`src/rtl/waveform_timer_ctrl.sv`:
```
// Control FSM for the shift/count delay datapath: finds a start pattern on the
// serial line, shifts in the delay, runs the countdown, then waits for a host ack.
module waveform_timer_ctrl #(
  parameter int                 PAT_LEN   = 4,
  parameter logic [PAT_LEN-1:0] PATTERN   = 4'b1101,
  parameter int                 SHIFT_LEN = 4
) (
  input  logic       clk,
  input  logic       reset,
  input  logic       data,
  input  logic       done_counting,
  input  logic       ack,
  output logic       shift_ena,
  output logic       count_ena,
  output logic       counting,
  output logic       done,
  output logic [1:0] state_dbg
);

  typedef enum logic [1:0] {
    IDLE  = 2'd0,
    SHIFT = 2'd1,
    COUNT = 2'd2,
    DONE  = 2'd3
  } state_t;

  localparam int FW = $clog2(PAT_LEN + 1);
  localparam int CW = (SHIFT_LEN > 1) ? $clog2(SHIFT_LEN) : 1;
  localparam logic [FW-1:0] FILL_MAX = FW'(PAT_LEN);
  localparam logic [FW-1:0] FILL_THR = FW'(PAT_LEN - 1);
  localparam logic [CW-1:0] CNT_LAST = CW'(SHIFT_LEN - 1);

  state_t             state;
  state_t             state_nxt;
  logic [PAT_LEN-1:0] hist;
  logic [PAT_LEN-1:0] window;
  logic [FW-1:0]      fill;
  logic [CW-1:0]      shift_cnt;
  logic               match;

  // The bit arriving this edge completes the window, so it counts toward fill.
  assign window = {hist[PAT_LEN-2:0], data};
  assign match  = (fill >= FILL_THR) && (window == PATTERN);

  always_comb begin
    state_nxt = state;
    case (state)
      IDLE:    if (match) state_nxt = SHIFT;
      SHIFT:   if (shift_cnt == CNT_LAST) state_nxt = COUNT;
      COUNT:   if (done_counting) state_nxt = DONE;
      DONE:    if (ack) state_nxt = IDLE;
      default: state_nxt = IDLE;
    endcase
  end

  // Outputs are registered from the next state so they line up with state.
  always_ff @(posedge clk or posedge reset) begin
    if (reset) begin
      state     <= IDLE;
      hist      <= '0;
      fill      <= '0;
      shift_cnt <= '0;
      shift_ena <= 1'b0;
      count_ena <= 1'b0;
      counting  <= 1'b0;
      done      <= 1'b0;
      state_dbg <= 2'd0;
    end else begin
      state     <= state_nxt;
      shift_ena <= (state_nxt == SHIFT);
      count_ena <= (state_nxt == COUNT);
      counting  <= (state_nxt == COUNT);
      done      <= (state_nxt == DONE);
      state_dbg <= state_nxt;
      case (state)
        IDLE: begin
          hist <= window;
          if (fill != FILL_MAX) fill <= fill + 1'b1;
          if (match) shift_cnt <= '0;
        end
        SHIFT: shift_cnt <= shift_cnt + 1'b1;
        DONE: begin
          if (ack) begin
            hist <= '0;
            fill <= '0;
          end
        end
        default: ;
      endcase
    end
  end

endmodule
```
`config.mk`:
```
export PLATFORM = sky130hd
export DESIGN_NAME = waveform_timer_ctrl
export DESIGN_NICKNAME = d
export VERILOG_FILES = /design/src/rtl/waveform_timer_ctrl.sv
export SDC_FILE = /design/constraint.sdc
export NUM_CORES = 1
export LEC_CHECK = 0
export CORE_UTILIZATION = 35
export CTS_BUF_LIST = sky130_fd_sc_hd__clkbuf_16
export CTS_CLUSTER_SIZE = 8
export DETAILED_ROUTE_END_ITERATION = 8
export GPL_ROUTABILITY_DRIVEN = 0
export HOLD_SLACK_MARGIN = 0.12
export PLACE_DENSITY = 0.57
export SYNTH_ARGS = -nofsm -noshare
export SYNTH_HDL_FRONTEND = slang
export SYNTH_SLANG_ARGS = --single-unit
```
`constraint.sdc`:
```
create_clock -name clk -period 1.6 [get_ports clk]
set_input_delay 0.48 -clock clk [delete_from_list [all_inputs] [get_ports clk]]
set_output_delay 0.48 -clock clk [all_outputs]
set_load 0.01 [all_outputs]
```
==> summary.txt <==
status - complete, no violations
critical path startpoint - data
Final setup viols - 0
ANT cells - 0
Ys Warns - 0
proportion of layout cells with a drive suffix above 1 - 0.180
post-route minimum period - 1.44 ns
Top Ports - 11
Netlist Area Pre-Place - 709 um^2
Final Cell Area - 945 um^2
Final Hold Viols - 0
Slew Limit Fails - 0
R2R setup slack - 0.21 ns
post-route clock period utilization - 0.899
GR peak layer - met2
Initial Util - 0.390
Tot Pwr - 2.07 mW
Max clock buf depth - 2
vias in the first global route - 561
most frequent cells in the layout - dfrtp_1, nor2_1, inv_1
hold wc startpoint - shift_cnt[0]
crit path capture type - register
met1 Use GR - 0.195
first-pass GRT wire length - 2360 um
Fin Hold WS - 0.489 ns
global route total overflow - 0
crit path DAT - 1.60 ns
critical path type - input port to register
Peak VDD IR - 0.00101 V
setup_tns - 0 ns
WL final - 1420 um
Clock Latency Late Sink - 0.24 ns
Worst Skew - 0.00462 ns
Hold Buf Count CTS - 0
CTS tree - yes
nets - 99
Yosys reg bits - 13
Max Cap Viol - 0
max frequency - 695 MHz
CTS HTree Levels - 1
Leakage - 0.486 nW
number of routed nets with antenna violations - 0
Mean Syn Cell Area - 9.72 um^2
total core area - 1820 um^2
commonest non-fill, non-tap cell in the layout - dfrtp_1
Util after Layout - 0.519
Mapped Nets - 82
DRT iter0 DRCs - 12
DRC Markers - 0
Multi-input gate area - 333 um^2
CTS root buf - clkbuf_16
Worst Max-Slew Pin Slew - 0.252 ns
Total Die Area - 2210 um^2
Die X - 47.0 um
Die Y - 47.0 um
Clock transition at path regs - 0.05 ns
register area share after synthesis - 0.459
total track usage - 0.160
pwr/cell area - 2200 nW/um^2
Cells after Synth - 73
crit path to - shift_ena
DR pass1 iterations - 4
hold crit path type - register to register
hpwl dp - 1010 um
Seq. cell area - 325 um^2
Via density - 5.11
relative slew slack - 0.831
CTS buffer count - 3
startpoint types - input port
vias - 582
DP Area - 852 um^2
initial antenna violation count - 0
met3 usage - 0.0346
Routed WL per cell - 12.4 um
Port Buffers - 10
path depth of the worst reg2reg path - 4
Required @ worst endpoint - 1.76 ns
Crit Path Max Fanout - 2
GR Layer Usage met2 - 0.247
worst r2r src - state[1]
Synth cell types - 27
reg2reg end - fill[1]
Cell Rows - 15
RSZ-0062 raised after global routing - no
FILL cells - 173
CTS sink cnt - 13
synth-to-layout area growth - 33.2%
largest net degree at the start of global routing - 14
-- registers in the layout, summed over array words and instances, names as in the netlist --
name and flops:
fill 3, shift_cnt 2, state 2, shift_ena 1, done 1, counting 1
hist 3
-- worst max-delay path, cell delays in order --
cell             delay (ns)
clkdlybuf4s50_1        0.48
nand4b_1               0.15
or2_1                  0.28
a211oi_2               0.21
-- cells in the mapped netlist --
master    instances  area (um^2)
nor2b_2           1         8.76
a211oi_2          1         12.5
a21oi_1           5         25.0
ha_1              4         50.1
inv_1             8         30.0
nor2_1           11         41.3
dfrtp_1          13          325
nand4b_1          1         8.76
a21boi_1          1         7.51
o21ai_1           1         5.00
o21bai_1          1         7.51
nor3_1            2         10.0
nand2_1           6         22.5
a22oi_1           1         7.51
mux2i_2           1         13.8
mux2i_1           2         20.0
buf_6             1         11.3
nor2_4            1         11.3
buf_4             2         15.0
nand2b_1          1         6.26
a221oi_1          1         8.76
a211oi_1          3         22.5
or2_1             1         6.26
or2_2             1         6.26
o32ai_1           1         8.76
and3_4            1         11.3
a31oi_1           1         6.26
-- logic make-up (layout without fill, tap and decap cells) --
group                    count (synthesis)  count (layout)  synth area share
AO/OA/AOI/OAI                           16              16             0.157
adder cells (fa/ha/maj)                  4               4            0.0705
buffers and inverters                   11              27            0.0794
flip-flops                              13              13             0.459
multiplexers                             3               3            0.0476
AND/OR/NAND/NOR                         26              26             0.187
-- how the worst min path moves through the flow --
stage / slack, ns / end / depth (start not counted)
final: 0.49 / shift_cnt[0] / 1
after CTS: 0.49 / shift_cnt[0] / 1
after floorplan: 0.36 / counting / 1
after global placement: 0.48 / shift_cnt[0] / 1
after detailed placement: 0.48 / shift_cnt[0] / 1
after global routing: 0.54 / shift_cnt[0] / 1
-- metal layers --
layer  routed length [um]  vias up  share of wire
li1                     -      283              -
met1                  669      282           0.47
met2                  663       12           0.47
met3                   48        5          0.034
met4                   36        0          0.025
met5                    0        -              0
-- power breakdown --
group | internal [mW] | switching (mW) | total (mW)
clock network | 0.332 | 0.136 | 0.468
logic | 0.469 | 0.540 | 1.01
registers | 0.492 | 0.105 | 0.598
-- repair_timing --
item	CTS	global route
setup endpoints to repair	2	5
gates resized for setup	2	5
buffers inserted	0	0
-- metrics by stage --
step,cells,setup slack (ns)
after floorplan,73,0.263
after global placement,110,-0.0342
after detailed placement,110,-0.0741
after CTS,114,0.00417
after global routing,114,0.0970
final,114,0.162
-- area by class of cell --
type / instances / share of cell area
Sequential cell: 13 / 0.344
Tap cell: 25 / 0.0331
Inverter: 8 / 0.0318
Clock buffer: 3 / 0.0795
Clock inverter: 1 / 0.00530
Timing Repair Buffer: 15 / 0.154
Multi-Input combinational cell: 49 / 0.352
Note: power is estimated with default switching activity, not from simulation.
